==> src/rtl/adder_arbiter_pkg.sv <==
// adder_arbiter_pkg: shared types and helpers for the shared-adder arbiter.
//   state_e : FSM states of the shared datapath (idle, calculate, respond)
//   idw()   : requester-index width, at least one bit
package adder_arbiter_pkg;

  typedef enum logic [1:0] {
    ST_IDLE = 2'd0,
    ST_CALC = 2'd1,
    ST_RESP = 2'd2
  } state_e;

  // Index width for n requesters; a single requester still needs one bit.
  function automatic int unsigned idw(input int unsigned n);
    return (n > 1) ? $clog2(n) : 1;
  endfunction

endpackage

==> src/rtl/adder_arbiter_rr_arbiter.sv <==
// rr_arbiter: combinational round-robin picker.
//   req    in  [NREQ]  request vector
//   ptr    in  [IDW]   highest-priority lane this cycle
//   gnt    out [NREQ]  one-hot grant (zero when no request)
//   gnt_id out [IDW]   index of the granted lane
//   any    out         at least one request present
module rr_arbiter
  import adder_arbiter_pkg::*;
#(
  parameter int unsigned NREQ = 4,
  localparam int unsigned IDW = idw(NREQ)
) (
  input  logic [NREQ-1:0] req,
  input  logic [IDW-1:0]  ptr,
  output logic [NREQ-1:0] gnt,
  output logic [IDW-1:0]  gnt_id,
  output logic            any
);

  logic [IDW:0]   scan;
  logic [IDW-1:0] idx;

  // Walk lanes ptr, ptr+1, ... wrapping mod NREQ; first hit wins.
  always_comb begin
    gnt    = '0;
    gnt_id = '0;
    any    = 1'b0;
    scan   = '0;
    idx    = '0;
    for (int k = 0; k < int'(NREQ); k++) begin
      scan = {1'b0, ptr} + (IDW+1)'(k);
      if (scan >= (IDW+1)'(NREQ)) scan = scan - (IDW+1)'(NREQ);
      idx = IDW'(scan);
      if (!any && req[idx]) begin
        gnt[idx] = 1'b1;
        gnt_id   = idx;
        any      = 1'b1;
      end
    end
  end

endmodule

==> src/rtl/adder_arbiter.sv <==
// adder_arbiter: one registered adder (x + y + cin, W+1 bits) shared by NREQ
// requesters through a round-robin arbiter; results leave on one response channel.
//   clk, rst            clock, synchronous active-high reset
//   req_valid/req_ready per-lane operand handshake (ready is one-hot or zero)
//   req_x/req_y/req_cin lane operands, lane i at [i*W +: W] / bit i
//   rsp_valid/rsp_ready result handshake
//   rsp_id/rsp_sum/rsp_zero  granted lane, zero-extended sum, sum==0 flag
//   op_cnt              saturating response-handshake count, only when
//                       ADDER_ARBITER_STATS_EN is defined
module adder_arbiter
  import adder_arbiter_pkg::*;
#(
  parameter int unsigned NREQ = 4,
  parameter int unsigned W    = 8,
  localparam int unsigned IDW = idw(NREQ)
) (
  input  logic            clk,
  input  logic            rst,
  input  logic [NREQ-1:0] req_valid,
  output logic [NREQ-1:0] req_ready,
  input  logic [NREQ*W-1:0] req_x,
  input  logic [NREQ*W-1:0] req_y,
  input  logic [NREQ-1:0] req_cin,
  output logic            rsp_valid,
  input  logic            rsp_ready,
  output logic [IDW-1:0]  rsp_id,
  output logic [W:0]      rsp_sum,
  output logic            rsp_zero
`ifdef ADDER_ARBITER_STATS_EN
  ,
  output logic [15:0]     op_cnt
`endif
);

  state_e         state, next_state;
  logic [IDW-1:0] rr_ptr;
  logic [NREQ-1:0] gnt;
  logic [IDW-1:0] gnt_id;
  logic           any;
  logic [W-1:0]   op_x, op_y, sel_x, sel_y;
  logic           op_cin, sel_cin;
  logic [IDW-1:0] op_id;
  logic [W:0]     sum_c;

  rr_arbiter #(.NREQ(NREQ)) u_arb (
    .req    (req_valid),
    .ptr    (rr_ptr),
    .gnt    (gnt),
    .gnt_id (gnt_id),
    .any    (any)
  );

  // Grant is only offered while idle and out of reset.
  assign req_ready = gnt & {NREQ{(state == ST_IDLE) && !rst}};

  // Operand mux driven by the one-hot grant.
  always_comb begin
    sel_x   = '0;
    sel_y   = '0;
    sel_cin = 1'b0;
    for (int i = 0; i < int'(NREQ); i++) begin
      if (gnt[i]) begin
        sel_x   = req_x[i*W +: W];
        sel_y   = req_y[i*W +: W];
        sel_cin = req_cin[i];
      end
    end
  end

  assign sum_c = {1'b0, op_x} + {1'b0, op_y} + (W+1)'(op_cin);

  // Next-state logic.
  always_comb begin
    next_state = state;
    case (state)
      ST_IDLE: if (any) next_state = ST_CALC;
      ST_CALC: next_state = ST_RESP;
      ST_RESP: if (rsp_ready) next_state = ST_IDLE;
      default: next_state = ST_IDLE;
    endcase
  end

  // State register.
  always_ff @(posedge clk) begin
    if (rst) state <= ST_IDLE;
    else     state <= next_state;
  end

  // Operand capture and round-robin pointer update on grant.
  always_ff @(posedge clk) begin
    if (rst) begin
      rr_ptr <= '0;
      op_x   <= '0;
      op_y   <= '0;
      op_cin <= 1'b0;
      op_id  <= '0;
    end else if (state == ST_IDLE && any) begin
      op_x   <= sel_x;
      op_y   <= sel_y;
      op_cin <= sel_cin;
      op_id  <= gnt_id;
      rr_ptr <= (gnt_id == IDW'(NREQ-1)) ? '0 : gnt_id + IDW'(1);
    end
  end

  // Result registers; payload holds its last value after the handshake.
  always_ff @(posedge clk) begin
    if (rst) begin
      rsp_valid <= 1'b0;
      rsp_id    <= '0;
      rsp_sum   <= '0;
      rsp_zero  <= 1'b0;
    end else if (state == ST_CALC) begin
      rsp_valid <= 1'b1;
      rsp_id    <= op_id;
      rsp_sum   <= sum_c;
      rsp_zero  <= (sum_c == '0);
    end else if (state == ST_RESP && rsp_ready) begin
      rsp_valid <= 1'b0;
    end
  end

`ifdef ADDER_ARBITER_STATS_EN
  // Saturating count of response handshakes.
  always_ff @(posedge clk) begin
    if (rst) op_cnt <= '0;
    else if (rsp_valid && rsp_ready && op_cnt != 16'hFFFF) op_cnt <= op_cnt + 16'd1;
  end
`endif

endmodule

==> config.mk <==
export PLATFORM = sky130hd
export DESIGN_NAME = adder_arbiter
export DESIGN_NICKNAME = d
export VERILOG_FILES = /design/src/rtl/adder_arbiter_pkg.sv /design/src/rtl/adder_arbiter_rr_arbiter.sv /design/src/rtl/adder_arbiter.sv
export SDC_FILE = /design/constraint.sdc
export NUM_CORES = 1
export LEC_CHECK = 0
export CORE_ASPECT_RATIO = 1.75
export CORE_MARGIN = 4
export CORE_UTILIZATION = 42
export CTS_BUF_LIST = sky130_fd_sc_hd__clkbuf_4 sky130_fd_sc_hd__clkbuf_8 sky130_fd_sc_hd__clkbuf_16
export DETAILED_ROUTE_END_ITERATION = 6
export HOLD_SLACK_MARGIN = 0.15
export PLACE_DENSITY = 0.78
export SETUP_SLACK_MARGIN = 0.05
export SLEW_MARGIN = 30
export SYNTH_ARGS = -nofsm -noshare
export SYNTH_HDL_FRONTEND = slang
export SYNTH_SLANG_ARGS = --single-unit
==> constraint.sdc <==
create_clock -name clk -period 3.8 [get_ports clk]
set_input_delay 1.14 -clock clk [delete_from_list [all_inputs] [get_ports clk]]
set_output_delay 1.14 -clock clk [all_outputs]
set_load 0.05 [all_outputs]
==> metrics.txt <==
# TYPE chip_impl_metric gauge
chip_impl_metric{name="async_reset_ff_share",unit="%"} 0
chip_impl_metric{name="yosysUniqueCellTypes",unit=""} 59
chip_impl_metric{name="dr_total_vias",unit=""} 2819
chip_impl_metric{name="htreeDepth",unit=""} 2
chip_impl_info{name="ys.flop_type",value="dfxtp_1"} 1
chip_impl_metric{name="dp.final_hpwl",unit="µm"} 6550
chip_impl_metric{name="synthCells",unit=""} 307
chip_impl_info{name="regToRegEndpoint",value="op_x[3]"} 1
chip_impl_metric{name="max_cap_violations",unit=""} 0
chip_impl_metric{name="tns",unit="ns"} -0.201
chip_impl_metric{name="final_critical_delay_including_setup_and_external_delays",unit="ns"} 3.87
chip_impl_info{name="critical_path.cell_chain",value="buf_6 -> buf_6 -> mux4_2 -> buf_4 -> nor2b_4 -> a22oi_2 -> o211ai_2 -> nor2b_4 -> buf_12"} 1
chip_impl_info{name="cts-root-buf",value="clkbuf_8"} 1
chip_impl_metric{name="grt_remaining_overflow",unit=""} 0
chip_impl_metric{name="number_of_global_route_vias_before_repair",unit=""} 2932
chip_impl_metric{name="tritoncts.num_buffers",unit=""} 5
chip_impl_metric{name="cp_num_cells",unit=""} 9
chip_impl_info{name="violations_in_the_final_reports",value="negative setup slack"} 1
chip_impl_metric{name="placementRows",unit=""} 38
chip_impl_metric{name="design.final.nets",unit=""} 510
chip_impl_metric{name="wl_per_cell",unit="µm"} 16.7
chip_impl_metric{name="period_share",unit="%"} 102
chip_impl_metric{name="route.final.wire_length",unit="µm"} 8330
chip_impl_metric{name="clock_insertion_delay_worst_skew",unit="ns"} 0.29
chip_impl_info{name="timing.setup.critical_path_class",value="in2out"} 1
chip_impl_metric{name="synthesis.area_per_instance",unit="µm²"} 8.75
chip_impl_metric{name="crit_arrival",unit="ns"} 2.73
chip_impl_metric{name="hold_viol",unit=""} 0
chip_impl_metric{name="ys_seq_elements",unit=""} 36
chip_impl_metric{name="power.ir.vdd_worst",unit="mV"} 0.617
chip_impl_metric{name="r2r_cells",unit=""} 11
chip_impl_metric{name="ios",unit=""} 92
chip_impl_metric{name="design.die.area",unit="µm²"} 7790
chip_impl_metric{name="grt_antenna_before_repair",unit=""} 0
chip_impl_metric{name="worstPathRequired",unit="ns"} 2.66
chip_impl_metric{name="gpl.final_weighted_congestion",unit=""} 0.895
chip_impl_metric{name="post_cts_hold_buffer_count",unit=""} 0
chip_impl_metric{name="grt_first_pass_wirelength",unit="µm"} 13500
chip_impl_metric{name="path_max_fanout",unit=""} 7
chip_impl_metric{name="clock-sinks",unit=""} 36
chip_impl_info{name="run_status",value="finished with violations"} 1
chip_impl_metric{name="clkTransAtPathRegs",unit="ns"} 0.07
chip_impl_metric{name="drt_pre_antenna_iters",unit=""} 4
chip_impl_info{name="critical_path.endpoint",value="req_ready[0]"} 1
chip_impl_info{name="critPathSlowestCell",value="mux4_2"} 1
chip_impl_metric{name="globalRouteTotalUtil",unit="%"} 22.4
chip_impl_info{name="setup.worst_path.end_class",value="output pin"} 1
chip_impl_metric{name="ys_seq_area_share",unit="%"} 26.8
chip_impl_metric{name="floorplan.core_area",unit="µm²"} 6230
chip_impl_metric{name="mappedNetlistNets",unit=""} 399
chip_impl_metric{name="bufs_on_longest_clock_path",unit=""} 2
chip_impl_metric{name="synthesis.area",unit="µm²"} 2690
chip_impl_metric{name="starting_density_of_the_core",unit="%"} 43.1
chip_impl_metric{name="slew_viol_final",unit=""} 0
chip_impl_info{name="rsz0062_at_grt",value="yes"} 1
chip_impl_metric{name="tightestPinTransition",unit="ns"} 0.761
chip_impl_metric{name="fin_ws",unit="ns"} -0.0672
chip_impl_metric{name="finish.instance_area",unit="µm²"} 4060
chip_impl_metric{name="numPortBuffers",unit=""} 91
chip_impl_metric{name="max_slew_margin",unit="%"} 49.2
chip_impl_info{name="worstReg2RegStart",value="rr_ptr[1]"} 1
chip_impl_metric{name="detail_route.vias_per_cell",unit=""} 5.66
chip_impl_metric{name="reg2reg_slack",unit="ns"} 0.81
chip_impl_metric{name="power.density",unit="nW/µm²"} 733
chip_impl_metric{name="grt_max_degree",unit=""} 21
chip_impl_metric{name="dieWidth",unit="µm"} 68.4
chip_impl_metric{name="timing.final.setup_violations",unit=""} 4
chip_impl_metric{name="fmaxAchievable",unit="MHz"} 259
chip_impl_info{name="critical-path-top-delay-family",value="buffers and inverters"} 1
chip_impl_info{name="cts_tree",value="yes"} 1
chip_impl_info{name="worst_setup_path_startpoint",value="req_valid[2]"} 1
chip_impl_info{name="ranking_of_synthesized_cells_by_area",value="dfxtp_1 (27%), ha_1 (7.0%), nand2_1 (5.6%)"} 1
chip_impl_metric{name="die_height",unit="µm"} 114
chip_impl_metric{name="initialDrtViolationCount",unit=""} 134
chip_impl_info{name="hold_path_class",value="reg2reg"} 1
chip_impl_metric{name="critical-path-max-stage-delay",unit="ns"} 0.50
chip_impl_info{name="worstSetupStartpointType",value="input pin"} 1
chip_impl_metric{name="synth-warning-count",unit=""} 0
chip_impl_metric{name="post_route_cells_drive_above_1_share",unit="%"} 21.8
chip_impl_metric{name="fillerInstances",unit=""} 527
chip_impl_metric{name="antenna_cells_inserted",unit=""} 0
chip_impl_metric{name="placed_area",unit="µm²"} 3930
chip_impl_metric{name="drt_drc_violations_left",unit=""} 0
chip_impl_metric{name="postRouteAntennaNets",unit=""} 0
chip_impl_metric{name="post_synth_top_area_share",unit="%"} 26.8
chip_impl_metric{name="syn2layout_area_growth",unit="%"} 51.2
chip_impl_metric{name="finClkSkew",unit="ns"} 0.00998
chip_impl_info{name="synth.largest_area_cell",value="dfxtp_1"} 1
chip_impl_metric{name="total_leakage_power",unit="nW"} 1.55
chip_impl_metric{name="edff_count_synth",unit=""} 0
chip_impl_metric{name="bufs_and_invs_on_worst_path",unit=""} 4
==> Yosys cell counts (all sizes together), types with 4 or more instances <==
cell type,count
a21oi,21
a31oi,17
nor2b,5
o221ai,17
buf,15
nand3b,4
nand3,5
nor3,6
o21ai,7
ha,15
nor2,38
dfxtp,36
clkbuf,4
a211oi,19
mux4,4
inv,11
nand2,40
==> per-stage QoR <==
step / utilization, % / std cells / total power [mW] / hold slack, ns / worst slack (ns)
global placement: 63.2 / 490 / 2.60 / 0.443 / -0.483
global route: 65.2 / 498 / 3.18 / 0.473 / -0.109
finish: 65.2 / 498 / 2.97 / 0.454 / -0.0672
floorplan: - / 307 / 1.99 / 0.431 / -0.184
detailed placement: 63.2 / 490 / 2.65 / 0.447 / -0.528
CTS: 64.9 / 498 / 2.96 / 0.458 / -0.115
==> sequential cells by signal (all words and copies together) (netlist names) <==
| register | flops |
|---|---|
| op_cin | 1 |
| op_id | 2 |
| op_x | 8 |
| op_y | 8 |
| rr_ptr | 2 |
| rsp_id | 2 |
| rsp_sum | 9 |
| rsp_valid | 1 |
| rsp_zero | 1 |
| state | 2 |
==> worst min-delay path, cell delays in order, from the launching register on <==
cell,delay [ns]
dfxtp_1,0.31
nand2_1,0.05
a21oi_1,0.05
==> metal layers <==
layer	global-route usage, %	part of all wire, %
met1	24.4	37
met2	41.0	55
met3	2.46	4.6
met4	10.2	3.6
met5	0	0
==> cell usage in the layout, fill, tap and decap left out, types with 2 or more instances in the layout <==
cell,count
mux4_2,4
a31oi_1,17
buf_12,9
nor3_1,5
buf_6,4
and2_4,2
nand2_1,40
a21oi_1,18
inv_1,11
nor2b_4,2
o221ai_2,10
o21ai_0,7
ha_1,15
dfxtp_1,36
xor2_1,3
fa_1,2
nand2b_1,2
nand3b_1,4
clkbuf_8,7
xnor2_1,3
o2111ai_1,2
o221ai_1,7
a211oi_2,10
buf_2,2
mux2i_1,3
nor2_1,35
a21oi_4,2
a211oi_1,9
buf_4,25
nor2b_1,3
clkdlybuf4s50_1,83
nor2_4,2
nand3_1,5
==> cells by family after synthesis <==
family	after synthesis	synth area share, %
buf+inv	30	6.85
compound gates	100	31.2
fa+ha+maj	17	8.48
xor+xnor	6	1.96
flops	36	26.8
simple gates	111	20.2
mux	7	4.47
==> area by class of cell <==
type                            instances  area (µm²)  share of cell area [%]
Clock buffer                            7        96.3                    2.37
Inverter                               11        41.3                    1.02
Multi-Input combinational cell        241        1850                    45.5
Sequential cell                        36         721                    17.8
Tap cell                               80         100                    2.47
Timing Repair Buffer                  123        1250                    30.9
==> timing repair <==
action,CTS,global route
gates resized for setup,23,4
buffers inserted,1,0
setup endpoints to repair,4,4
pin swaps,9,5
==> worst min-delay path by stage <==
stage | startpoint | endpoint | depth (start not counted)
after detailed placement | rsp_sum[4] | rsp_sum[4] | 2
after global placement | op_id[1] | rsp_id[1] | 2
after floorplan | op_id[1] | rsp_id[1] | 2
after CTS | rsp_sum[4] | rsp_sum[4] | 2
after global routing | rsp_sum[0] | rsp_sum[0] | 2
final | rsp_sum[4] | rsp_sum[4] | 2
==> power breakdown <==
group	internal, mW	switching, mW	leakage, nW
sequential	0.507	0.101	0.297
clock	0.161	0.132	0.0503
combinational	0.925	1.15	1.21
Note: power is estimated with default switching activity, not from simulation.
